$ cat config.mk
export PLATFORM = sky130hd
export DESIGN_NAME = cpu_reg_dump_tx_flat
export DESIGN_NICKNAME = d
export VERILOG_FILES = /design/src/rtl/cpu_reg_dump_tx_if.sv /design/src/rtl/cpu_reg_dump_tx.sv /design/src/flat_wrapper.sv
export SDC_FILE = /design/constraint.sdc
export NUM_CORES = 1
export LEC_CHECK = 0
export BUFFER_PORTS_ARGS = -buffer_cell sky130_fd_sc_hd__buf_2
export CAP_MARGIN = 15
export CELL_PAD_IN_SITES_DETAIL_PLACEMENT = 1
export CELL_PAD_IN_SITES_GLOBAL_PLACEMENT = 1
export CORE_ASPECT_RATIO = 1.1
export CORE_MARGIN = 2
export CORE_UTILIZATION = 40
export CTS_CLUSTER_DIAMETER = 100
export DETAILED_ROUTE_END_ITERATION = 8
export PLACE_DENSITY_LB_ADDON = 0.15
export SLEW_MARGIN = 20
export SYNTH_ARGS = -nofsm -noshare
export SYNTH_HDL_FRONTEND = slang
export SYNTH_SLANG_ARGS = --single-unit
$ cat constraint.sdc
create_clock -name clk -period 2.14 [get_ports clk]
set_input_delay 0.214 -clock clk [delete_from_list [all_inputs] [get_ports clk]]
set_output_delay 0.214 -clock clk [all_outputs]
set_load 0.01 [all_outputs]
$ cat src/rtl/cpu_reg_dump_tx_if.sv
// cpu_reg_dump_tx_if
// Bundles the register snapshot inputs, the dump trigger and the
// status/serial outputs of cpu_reg_dump_tx.
//   master : drives trigger and reg_* ; observes busy, done, uart_tx
//   slave  : the dump transmitter itself
interface cpu_reg_dump_tx_if;
    logic        trigger;
    logic [7:0]  reg_a;
    logic [7:0]  reg_x;
    logic [7:0]  reg_y;
    logic [7:0]  reg_sp;
    logic [7:0]  reg_p;
    logic [15:0] reg_pc;
    logic        busy;
    logic        done;
    logic        uart_tx;

    modport master (
        output trigger, reg_a, reg_x, reg_y, reg_sp, reg_p, reg_pc,
        input  busy, done, uart_tx
    );

    modport slave (
        input  trigger, reg_a, reg_x, reg_y, reg_sp, reg_p, reg_pc,
        output busy, done, uart_tx
    );
endinterface

$ cat src/rtl/cpu_reg_dump_tx.sv
// cpu_reg_dump_tx
// Snapshots the CPU debug registers on a trigger and sends them as one ASCII
// hex line "Ahh Xhh Yhh Shh Phhhh Fhh" + CR LF over a UART 8N1 transmitter.
// Ports:
//   clk     - clock
//   rst_n   - asynchronous active-low reset
//   dbg     - cpu_reg_dump_tx_if.slave: trigger, reg_a/x/y/sp/p, reg_pc in;
//             busy, done (1-cycle pulse), uart_tx (idles high) out
// Build option: REG_DUMP_FLAGS_DECODE_EN prints the F field as eight flag
// letters (NVUBDIZC, '-' for clear) instead of two hex digits.
//
// state | meaning
// IDLE  | line idle, waiting for an accepted trigger
// START | start bit of the current character
// DATA  | 8 data bits, LSB first
// STOP  | stop bit; then next character or back to IDLE
module cpu_reg_dump_tx #(
    parameter int CLK_HZ = 27000000,
    parameter int BAUD   = 115200
) (
    input logic             clk,
    input logic             rst_n,
    cpu_reg_dump_tx_if.slave dbg
);
    localparam int DIV   = CLK_HZ / BAUD;
    localparam int CNT_W = (DIV > 1) ? $clog2(DIV) : 1;
    localparam logic [CNT_W-1:0] CNT_LAST = CNT_W'(DIV - 1);
`ifdef REG_DUMP_FLAGS_DECODE_EN
    localparam logic [5:0] CHAR_LAST = 6'd32;
`else
    localparam logic [5:0] CHAR_LAST = 6'd26;
`endif

    localparam logic [1:0] IDLE  = 2'd0;
    localparam logic [1:0] START = 2'd1;
    localparam logic [1:0] DATA  = 2'd2;
    localparam logic [1:0] STOP  = 2'd3;

    logic [1:0]       state_q, state_d;
    logic [CNT_W-1:0] baud_cnt_q, baud_cnt_d;
    logic [2:0]       bit_idx_q, bit_idx_d;
    logic [5:0]       char_idx_q, char_idx_d;
    logic [7:0]       snap_a_q, snap_x_q, snap_y_q, snap_sp_q, snap_p_q;
    logic [15:0]      snap_pc_q;
    logic             busy_q, done_q, tx_q, tx_d;
    logic [7:0]       char_byte;
    logic             wrap, accept;

    function automatic logic [7:0] hex_ascii(input logic [3:0] nib);
        return (nib < 4'd10) ? (8'h30 + {4'h0, nib}) : (8'h37 + {4'h0, nib});
    endfunction

`ifdef REG_DUMP_FLAGS_DECODE_EN
    function automatic logic [7:0] flag_ascii(input logic set, input logic [7:0] letter);
        return set ? letter : 8'h2D;
    endfunction
`endif

    assign wrap = (baud_cnt_q == CNT_LAST);
    // busy_q lags state_q by one cycle; requiring both low keeps a trigger
    // from being accepted on the first START cycle or on the done cycle.
    assign accept = dbg.trigger && !busy_q && (state_q == IDLE);

    always_comb begin
        char_byte = 8'h20;
        case (char_idx_q)
            6'd0:  char_byte = 8'h41;
            6'd1:  char_byte = hex_ascii(snap_a_q[7:4]);
            6'd2:  char_byte = hex_ascii(snap_a_q[3:0]);
            6'd4:  char_byte = 8'h58;
            6'd5:  char_byte = hex_ascii(snap_x_q[7:4]);
            6'd6:  char_byte = hex_ascii(snap_x_q[3:0]);
            6'd8:  char_byte = 8'h59;
            6'd9:  char_byte = hex_ascii(snap_y_q[7:4]);
            6'd10: char_byte = hex_ascii(snap_y_q[3:0]);
            6'd12: char_byte = 8'h53;
            6'd13: char_byte = hex_ascii(snap_sp_q[7:4]);
            6'd14: char_byte = hex_ascii(snap_sp_q[3:0]);
            6'd16: char_byte = 8'h50;
            6'd17: char_byte = hex_ascii(snap_pc_q[15:12]);
            6'd18: char_byte = hex_ascii(snap_pc_q[11:8]);
            6'd19: char_byte = hex_ascii(snap_pc_q[7:4]);
            6'd20: char_byte = hex_ascii(snap_pc_q[3:0]);
            6'd22: char_byte = 8'h46;
`ifdef REG_DUMP_FLAGS_DECODE_EN
            6'd23: char_byte = flag_ascii(snap_p_q[7], 8'h4E);
            6'd24: char_byte = flag_ascii(snap_p_q[6], 8'h56);
            6'd25: char_byte = flag_ascii(snap_p_q[5], 8'h55);
            6'd26: char_byte = flag_ascii(snap_p_q[4], 8'h42);
            6'd27: char_byte = flag_ascii(snap_p_q[3], 8'h44);
            6'd28: char_byte = flag_ascii(snap_p_q[2], 8'h49);
            6'd29: char_byte = flag_ascii(snap_p_q[1], 8'h5A);
            6'd30: char_byte = flag_ascii(snap_p_q[0], 8'h43);
            6'd31: char_byte = 8'h0D;
            6'd32: char_byte = 8'h0A;
`else
            6'd23: char_byte = hex_ascii(snap_p_q[7:4]);
            6'd24: char_byte = hex_ascii(snap_p_q[3:0]);
            6'd25: char_byte = 8'h0D;
            6'd26: char_byte = 8'h0A;
`endif
            default: char_byte = 8'h20;
        endcase
    end

    always_comb begin
        state_d    = state_q;
        baud_cnt_d = baud_cnt_q;
        bit_idx_d  = bit_idx_q;
        char_idx_d = char_idx_q;
        case (state_q)
            IDLE: begin
                if (accept) begin
                    state_d    = START;
                    baud_cnt_d = '0;
                    bit_idx_d  = 3'd0;
                    char_idx_d = 6'd0;
                end
            end
            START: begin
                if (wrap) begin
                    baud_cnt_d = '0;
                    bit_idx_d  = 3'd0;
                    state_d    = DATA;
                end else begin
                    baud_cnt_d = baud_cnt_q + 1'b1;
                end
            end
            DATA: begin
                if (wrap) begin
                    baud_cnt_d = '0;
                    if (bit_idx_q == 3'd7) state_d = STOP;
                    else                   bit_idx_d = bit_idx_q + 3'd1;
                end else begin
                    baud_cnt_d = baud_cnt_q + 1'b1;
                end
            end
            STOP: begin
                if (wrap) begin
                    baud_cnt_d = '0;
                    if (char_idx_q == CHAR_LAST) begin
                        state_d = IDLE;
                    end else begin
                        char_idx_d = char_idx_q + 6'd1;
                        state_d    = START;
                    end
                end else begin
                    baud_cnt_d = baud_cnt_q + 1'b1;
                end
            end
            default: state_d = IDLE;
        endcase
    end

    always_comb begin
        tx_d = 1'b1;
        case (state_q)
            START:   tx_d = 1'b0;
            DATA:    tx_d = char_byte[bit_idx_q];
            default: tx_d = 1'b1;
        endcase
    end

    always_ff @(posedge clk or negedge rst_n) begin
        if (!rst_n) begin
            state_q    <= IDLE;
            baud_cnt_q <= '0;
            bit_idx_q  <= 3'd0;
            char_idx_q <= 6'd0;
            busy_q     <= 1'b0;
            done_q     <= 1'b0;
            tx_q       <= 1'b1;
        end else begin
            state_q    <= state_d;
            baud_cnt_q <= baud_cnt_d;
            bit_idx_q  <= bit_idx_d;
            char_idx_q <= char_idx_d;
            // Outputs trail the FSM by one cycle, so busy/done/uart_tx all
            // move together one edge after the state does.
            busy_q     <= (state_q != IDLE);
            done_q     <= (state_q == IDLE) && busy_q;
            tx_q       <= tx_d;
        end
    end

    always_ff @(posedge clk or negedge rst_n) begin
        if (!rst_n) begin
            snap_a_q  <= 8'h00;
            snap_x_q  <= 8'h00;
            snap_y_q  <= 8'h00;
            snap_sp_q <= 8'h00;
            snap_p_q  <= 8'h00;
            snap_pc_q <= 16'h0000;
        end else if (accept) begin
            snap_a_q  <= dbg.reg_a;
            snap_x_q  <= dbg.reg_x;
            snap_y_q  <= dbg.reg_y;
            snap_sp_q <= dbg.reg_sp;
            snap_p_q  <= dbg.reg_p;
            snap_pc_q <= dbg.reg_pc;
        end
    end

    assign dbg.busy    = busy_q;
    assign dbg.done    = done_q;
    assign dbg.uart_tx = tx_q;
endmodule

$ cat src/flat_wrapper.sv
// flat-port wrapper written by rule: the top's interface ports become plain ports
module cpu_reg_dump_tx_flat 
#(
    parameter int CLK_HZ = 27000000,
    parameter int BAUD   = 115200
)
  (clk, rst_n, dbg_trigger, dbg_reg_a, dbg_reg_x, dbg_reg_y, dbg_reg_sp, dbg_reg_p, dbg_reg_pc, dbg_busy, dbg_done, dbg_uart_tx);
  cpu_reg_dump_tx_if dbg_i ();
  input logic clk;
  input logic rst_n;
  input wire logic [$bits(dbg_i.trigger)-1:0] dbg_trigger;
  input wire logic [$bits(dbg_i.reg_a)-1:0] dbg_reg_a;
  input wire logic [$bits(dbg_i.reg_x)-1:0] dbg_reg_x;
  input wire logic [$bits(dbg_i.reg_y)-1:0] dbg_reg_y;
  input wire logic [$bits(dbg_i.reg_sp)-1:0] dbg_reg_sp;
  input wire logic [$bits(dbg_i.reg_p)-1:0] dbg_reg_p;
  input wire logic [$bits(dbg_i.reg_pc)-1:0] dbg_reg_pc;
  output wire logic [$bits(dbg_i.busy)-1:0] dbg_busy;
  output wire logic [$bits(dbg_i.done)-1:0] dbg_done;
  output wire logic [$bits(dbg_i.uart_tx)-1:0] dbg_uart_tx;
  assign dbg_i.trigger = dbg_trigger;
  assign dbg_i.reg_a = dbg_reg_a;
  assign dbg_i.reg_x = dbg_reg_x;
  assign dbg_i.reg_y = dbg_reg_y;
  assign dbg_i.reg_sp = dbg_reg_sp;
  assign dbg_i.reg_p = dbg_reg_p;
  assign dbg_i.reg_pc = dbg_reg_pc;
  assign dbg_busy = dbg_i.busy;
  assign dbg_done = dbg_i.done;
  assign dbg_uart_tx = dbg_i.uart_tx;
  cpu_reg_dump_tx #(.CLK_HZ(CLK_HZ), .BAUD(BAUD)) u_core (.clk(clk), .rst_n(rst_n), .dbg(dbg_i));
endmodule
==> results of run 1 <==
[state kept, by name (all words and copies together), names as in the netlist, 2 cells and up]
| name | flops |
|---|---|
| u_core.char_idx_q | 6 |
| u_core.snap_p_q | 8 |
| u_core.bit_idx_q | 3 |
| u_core.snap_pc_q | 16 |
| u_core.snap_y_q | 8 |
| u_core.snap_sp_q | 8 |
| u_core.baud_cnt_q | 8 |
| u_core.snap_x_q | 8 |
| u_core.snap_a_q | 8 |
| u_core.state_q | 2 |
[through the flow]
stage               setup TNS [ns]   util
finish                      -0.228  0.555
detailed placement          -0.643  0.516
global route                -0.298  0.555
CTS                         -0.193  0.541
global placement            -0.365  0.516
floorplan                  -0.0372      -
[repair_timing]
item                                    in CTS  in global routing
resized for setup                           15                 30
pin swaps                                    1                  8
cloned                                       0                  0
hold buffers                                 1                  0
endpoints found under the hold margin       37                  0
buffers inserted                             0                  7
endpoints found under the setup margin       5                 11
[kinds of logic after synthesis]
family,share of synthesized area
AOI/OAI and AO/OA,0.176
xor gates and xnor gates,0.0304
adders and majority gates,0.0616
buffers and inverters,0.0457
DFF,0.356
muxes,0.133
and+or+nand+nor,0.197
[synth_stat cells (all sizes together) (10+ instances only)]
master	n	area (um2)
nor4	11	68.8
nand2	60	225
clkbuf	14	52.6
nand3	24	125
xnor2	17	149
o21a	10	75.1
dfrtp	77	1930
mux2	61	687
ha	27	338
o22ai	36	225
nor2	31	116
nor2b	20	125
inv	41	154
o21ai	32	160
a21oi	32	160
and4b	13	130
[critical path: cells and delay by family, from the launching register on]
kind                       cells  cell delay [ns]
and+or+nand+nor                4             0.94
AOI/OAI and AO/OA              3             0.65
adders and majority gates      1             0.15
DFF                            1             0.40
buffers and inverters          1             0.13
[area by class of cell]
type | instances | area [um2] | area share
multi-input combinational | 461 | 3450 | 0.469
sequential | 78 | 1950 | 0.265
timing repair buffer | 180 | 1280 | 0.173
tap | 184 | 230 | 0.0313
clock buffer | 10 | 229 | 0.0311
inverter | 42 | 161 | 0.0219
clock inverter | 6 | 62.6 | 0.00849
[power breakdown]
group | switching, W | internal [W] | leakage (nW)
Clock | 0.000657 | 0.000900 | 0.134
Sequential | 0.0000665 | 0.00153 | 0.988
Combinational | 0.000250 | 0.000250 | 2.14
[metal layers]
layer	up-vias	wire (um)	part of all wire
met5	-	0	0
met2	137	9940	0.51
li1	2533	-	-
met1	2687	8250	0.42
met4	0	713	0.036
met3	39	770	0.039
[path summary, 6_finish.rpt]
| check | cells past startpoint | slack (ns) | end | start |
|---|---|---|---|---|
| setup / recovery | 9 | -0.21 | u_core.dbg.uart_tx | u_core.char_idx_q[1] |
| max in group asynchronous | 3 | 1.12 | u_core.dbg.uart_tx | rst_n |
| hold reg to reg | 1 | 0.51 | u_core.snap_pc_q[12] | u_core.snap_pc_q[12] |
| min in group asynchronous | 2 | 0.37 | u_core.baud_cnt_q[4] | rst_n |
| setup reg to reg | 9 | -0.21 | u_core.dbg.uart_tx | u_core.char_idx_q[1] |
| hold / removal | 2 | 0.09 | u_core.snap_pc_q[8] | dbg_reg_pc[8] |
==> flow_summary.yaml, run 1 <==
setup_path:
  slowest_delay_ns: 0.52
  crit_path_end_kind: "flop"
  crit_slowest_cell: "sky130_fd_sc_hd__or4_4"
  critPathLaunchType: "flop"
  critical_path.cell_chain: "buf_6 > ha_4 > nor3b_4 > and2_1 > a32o_1 > or4_4 > o311a_1 > nand3_1 > a22oi_1"
  worstPathRequired_ns: 2.41
  cp_data_arrival_time_ns: 2.62
  crit_fanout: 5
  type_of_the_setup_path_with_the_least_slack: "reg2reg"
place:
  preCtsSetupSlack_ns: -0.329
  place.detailed.hpwl_um: 15600
  port_buffers: 61
  place.detailed.instances: 937
  final_weighted_congestion_in_routability_driven_placement: 0.958
  dpl_cell_area_mm2: 0.00684
timing:
  timing.slew.headroom: 0.636
  hold_ws_ns: 0.0901
  drv_slew: 0
  timing.fmax_mhz: 426
  timing.final.hold_violations: 0
  final_critical_path_setup_slack_ns: -0.208
  rsz0062_at_grt: "yes"
  fin_crit_sh: 1.10
  tightest_slew_ns: 0.542
  period_minus_ws_final_ns: 2.35
  fin_skew_ns: 0.00475
  finalSetupViolCount: 2
clocking:
  tritoncts: "done"
  clk_transition_reported_paths_ns: 0.06
  number_of_clock_sinks: 78
  h_tree_lvls: 3
  cts_buffers: 9
  root_driver: "sky130_fd_sc_hd__clkbuf_16"
  cts_buffer_depth: 2
  clock_latency_ns: 0.35
global_route:
  grt_start_max_net_pins: 58
  global_route.usage.met3: 0.0382
  grtUsageMet1: 0.338
  grt.total_usage: 0.276
  vias_in_the_first_global_route: 5816
  gr-total-overflow: 0
  grt_first_pass_wirelength_um: 30700
  met2_usage: 0.482
  globalRoute.busiestLayer: "met2"
  grt_antenna_before_repair: 0
yosys:
  synth_enable_flop_cells: 0
  postSynth.asyncResetShare: 1.00
  yosysWarningCount: 0
  yosysUniqueCellTypes: 58
  syn_inst: 603
  postSynthNetCount: 689
  dominant_register_cell_in_the_synthesized_netlist: "sky130_fd_sc_hd__dfrtp_1"
  ys_ff_latch: 78
  ys_seq_area_frac: 0.356
  syn_avg_cell_area_um2: 9.09
  synthesis.area_mm2: 0.00548
drt:
  postRouteAntennaNets: 0
  routed_wirelength_um: 19700
  detail_route.drc_violations: 0
  routed_wirelength_normalized_by_instance_count_um: 20.5
  num_vias: 5396
  dr.pass1.iters: 5
  first_iter_violations: 275
  average_vias_per_placed_instance: 5.61
final_layout:
  net_total_in_the_final_layout: 858
  num_antenna_cells: 0
  finish.instance_area_mm2: 0.00737
  drive_gt1_frac: 0.385
  layoutNonFillerInstCount: 961
  layout_common_cells: "111 x sky130_fd_sc_hd__buf_4, 77 x sky130_fd_sc_hd__dfrtp_1, 60 x sky130_fd_sc_hd__mux2_2, 60 x sky130_fd_sc_hd__buf_2, 55 x sky130_fd_sc_hd__nand2_1"
  layout-area-overhead-vs-synth_pct: 34.4
  most_common_cell_after_layout_fill_and_taps_aside: "sky130_fd_sc_hd__buf_4"
  nFillCells: 1578
power_and_ir_drop:
  power.leakage_nw: 3.26
  worst_ir_drop_vdd_mv: 0.286
  power-per-cell-area_mw_per_mm2: 496
  p_total_w: 0.00365
run:
  max_cap_viol_count: 0
die:
  initial_core_util: 0.413
  fp.coreArea_mm2: 0.0133
  design.portCount: 62
  die_x_um: 116
  floorplan.die_area_mm2: 0.0147
  die_height_um: 127
  core.rowCount: 44
run_status:
  failed_checks: "setup timing"
  outcome: "finished, violations left"
worst_hold_path:
  hp-class: "in2reg"
Note: power is estimated with default switching activity, not from simulation.
==> inputs of run 2 (changes only) <==
--- a/config.mk
+++ b/config.mk
@@ -13,8 +13,9 @@
 export CORE_MARGIN = 2
 export CORE_UTILIZATION = 40
 export CTS_CLUSTER_DIAMETER = 100
+export CTS_CLUSTER_SIZE = 16
 export DETAILED_ROUTE_END_ITERATION = 8
-export PLACE_DENSITY_LB_ADDON = 0.15
+export PLACE_DENSITY = 0.8
 export SLEW_MARGIN = 20
 export SYNTH_ARGS = -nofsm -noshare
 export SYNTH_HDL_FRONTEND = slang
==> run 2 against run 1 <==
  * Cell count shrank 0.52%
  * The run still ends with setup timing left
  * Sequential cell count did not move
  * Final area rose by 0.44%
  * Sequential power hardly changed
  * Core utilization up 0.25 points
  * Hold slack better by 0.0011 ns
==> flow_summary.yaml, run 2 (same netlist as run 1, synthesis figures left out) <==
timing:
  timing.final.hold_violations: 0
  final_critical_path_setup_slack_ns: -0.228
  timing.slew.headroom: 0.621
  tightest_slew_ns: 0.568
  fin_crit_sh: 1.11
  timing.fmax_mhz: 422
  rsz0062_at_grt: "yes"
  fin_skew_ns: 0.0102
  drv_slew: 0
  period_minus_ws_final_ns: 2.37
  finalSetupViolCount: 2
  final.setup.tns_ns: -0.252
die:
  design.portCount: 62
  core.rowCount: 44
  fp.coreArea_mm2: 0.0133
  initial_core_util: 0.413
  die_height_um: 127
  floorplan.die_area_mm2: 0.0147
  die_x_um: 116
clocking:
  h_tree_lvls: 3
  cts_buffers: 9
  tritoncts: "done"
  number_of_clock_sinks: 78
  cts_buffer_depth: 2
  clock_latency_ns: 0.36
  clk_transition_reported_paths_ns: 0.07
  root_driver: "sky130_fd_sc_hd__clkbuf_16"
setup_path:
  type_of_the_setup_path_with_the_least_slack: "reg2reg"
  worstPathRequired_ns: 2.41
  crit_fanout: 3
  cp_data_arrival_time_ns: 2.64
  crit_path_end_kind: "flop"
  critPathLaunchType: "flop"
drt:
  average_vias_per_placed_instance: 5.60
  routed_wirelength_um: 20000
  routed_wirelength_normalized_by_instance_count_um: 20.9
  detail_route.drc_violations: 0
  num_vias: 5355
  first_iter_violations: 233
  postRouteAntennaNets: 0
  dr.pass1.iters: 4
global_route:
  grt_start_max_net_pins: 41
  grt_first_pass_wirelength_um: 31100
  grt.total_usage: 0.277
  grt_antenna_before_repair: 0
  gr-total-overflow: 0
  vias_in_the_first_global_route: 5835
final_layout:
  ff_latch_area_mm2: 0.00196
  most_common_cell_after_layout_fill_and_taps_aside: "sky130_fd_sc_hd__buf_4"
  multi_input_comb_area_mm2: 0.00352
  layoutNonFillerInstCount: 956
  net_total_in_the_final_layout: 853
  largest_reg_flops: 16
  fin_util: 0.558
  drive_gt1_frac: 0.402
  registers.top_by_ff_count: "u_core.snap_pc_q"
  layout_common_cells: "109 x sky130_fd_sc_hd__buf_4, 72 x sky130_fd_sc_hd__dfrtp_1, 61 x sky130_fd_sc_hd__mux2_2"
  nFillCells: 1527
  layout-area-overhead-vs-synth_pct: 35.0
  num_antenna_cells: 0
place:
  place.detailed.instances: 933
  port_buffers: 61
  preCtsSetupSlack_ns: -0.234
  final_weighted_congestion_in_routability_driven_placement: 0.916
  place.detailed.hpwl_um: 15400
power_and_ir_drop:
  worst_ir_drop_vdd_mv: 0.312
  power.leakage_nw: 3.25
  p_total_w: 0.00378
  power-per-cell-area_mw_per_mm2: 511
run:
  max_cap_viol_count: 0
run_status:
  outcome: "finished, violations left"
  failed_checks: "setup timing"
worst_hold_path:
  hp-class: "in2reg"
## run 2: cell count changes in the layout (fill, tap and decap cells not counted), sizes merged
cell      previous run  this run
clkinvlp             4         1
buf                179       174
inv                 40        41
clkinv               3         4
bufinv               1         2
## run 2: worst paths after layout
path / slack [ns] / from / endpoint / cells past startpoint
hold / removal: 0.09 / dbg_reg_x[2] / u_core.snap_x_q[2] / 2
max in group asynchronous: 1.12 / rst_n / u_core.char_idx_q[1] / 3
min in group asynchronous: 0.39 / rst_n / u_core.baud_cnt_q[3] / 2
setup / recovery: -0.23 / u_core.char_idx_q[0] / u_core.dbg.uart_tx / 9
hold reg to reg: 0.50 / u_core.snap_x_q[4] / u_core.snap_x_q[4] / 1
setup reg to reg: -0.23 / u_core.char_idx_q[0] / u_core.dbg.uart_tx / 9
## run 2: final cells by class
type / count / area share
inverter: 42 / 0.0216
clock inverter: 6 / 0.0117
multi-input combinational: 461 / 0.476
clock buffer: 10 / 0.0309
timing repair buffer: 175 / 0.164
sequential: 78 / 0.265
tap: 184 / 0.0311
## run 2: per-stage QoR
step           cell area [um2]  hold slack [ns]
2_1_floorplan             5510          -0.0816
3_3_place_gp              6790            0.222
3_5_place_dp              6790            0.235
4_1_cts                   7180           0.0810
5_1_grt                   7400           0.0933
6_report                  7400           0.0911
## run 2: worst max-delay path, stage by stage, from the launching register on
cell and delay, ns:
sky130_fd_sc_hd__dfrtp_1 0.41, sky130_fd_sc_hd__buf_4 0.15, sky130_fd_sc_hd__ha_1 0.27, sky130_fd_sc_hd__buf_4 0.19, sky130_fd_sc_hd__mux2i_1 0.19, sky130_fd_sc_hd__o211ai_1 0.12, sky130_fd_sc_hd__or3_1 0.45, sky130_fd_sc_hd__a31oi_4 0.20
sky130_fd_sc_hd__nand3_1 0.09, sky130_fd_sc_hd__a22oi_1 0.20
## run 2: power by group
| part | switching, W | internal (W) | leakage [nW] |
|---|---|---|---|
| Sequential | 0.0000708 | 0.00153 | 0.982 |
| Combinational | 0.000249 | 0.000247 | 2.12 |
| Clock | 0.000659 | 0.00102 | 0.152 |
## run 2: what timing repair did
action	4_1_cts	5_1_grt
endpoints found under the hold margin	38	0
gates resized for setup	17	48
hold buffers	1	0
pin swaps	1	14
setup buffers	1	5
endpoints found under the setup margin	12	44
## run 2: layer usage
metal	global-route usage	up-vias	wire length [um]
met3	0.0349	33	487
met1	0.334	2697	8350
met4	0.0985	0	544
met5	0	-	0
li1	-	2534	-
met2	0.499	91	10600
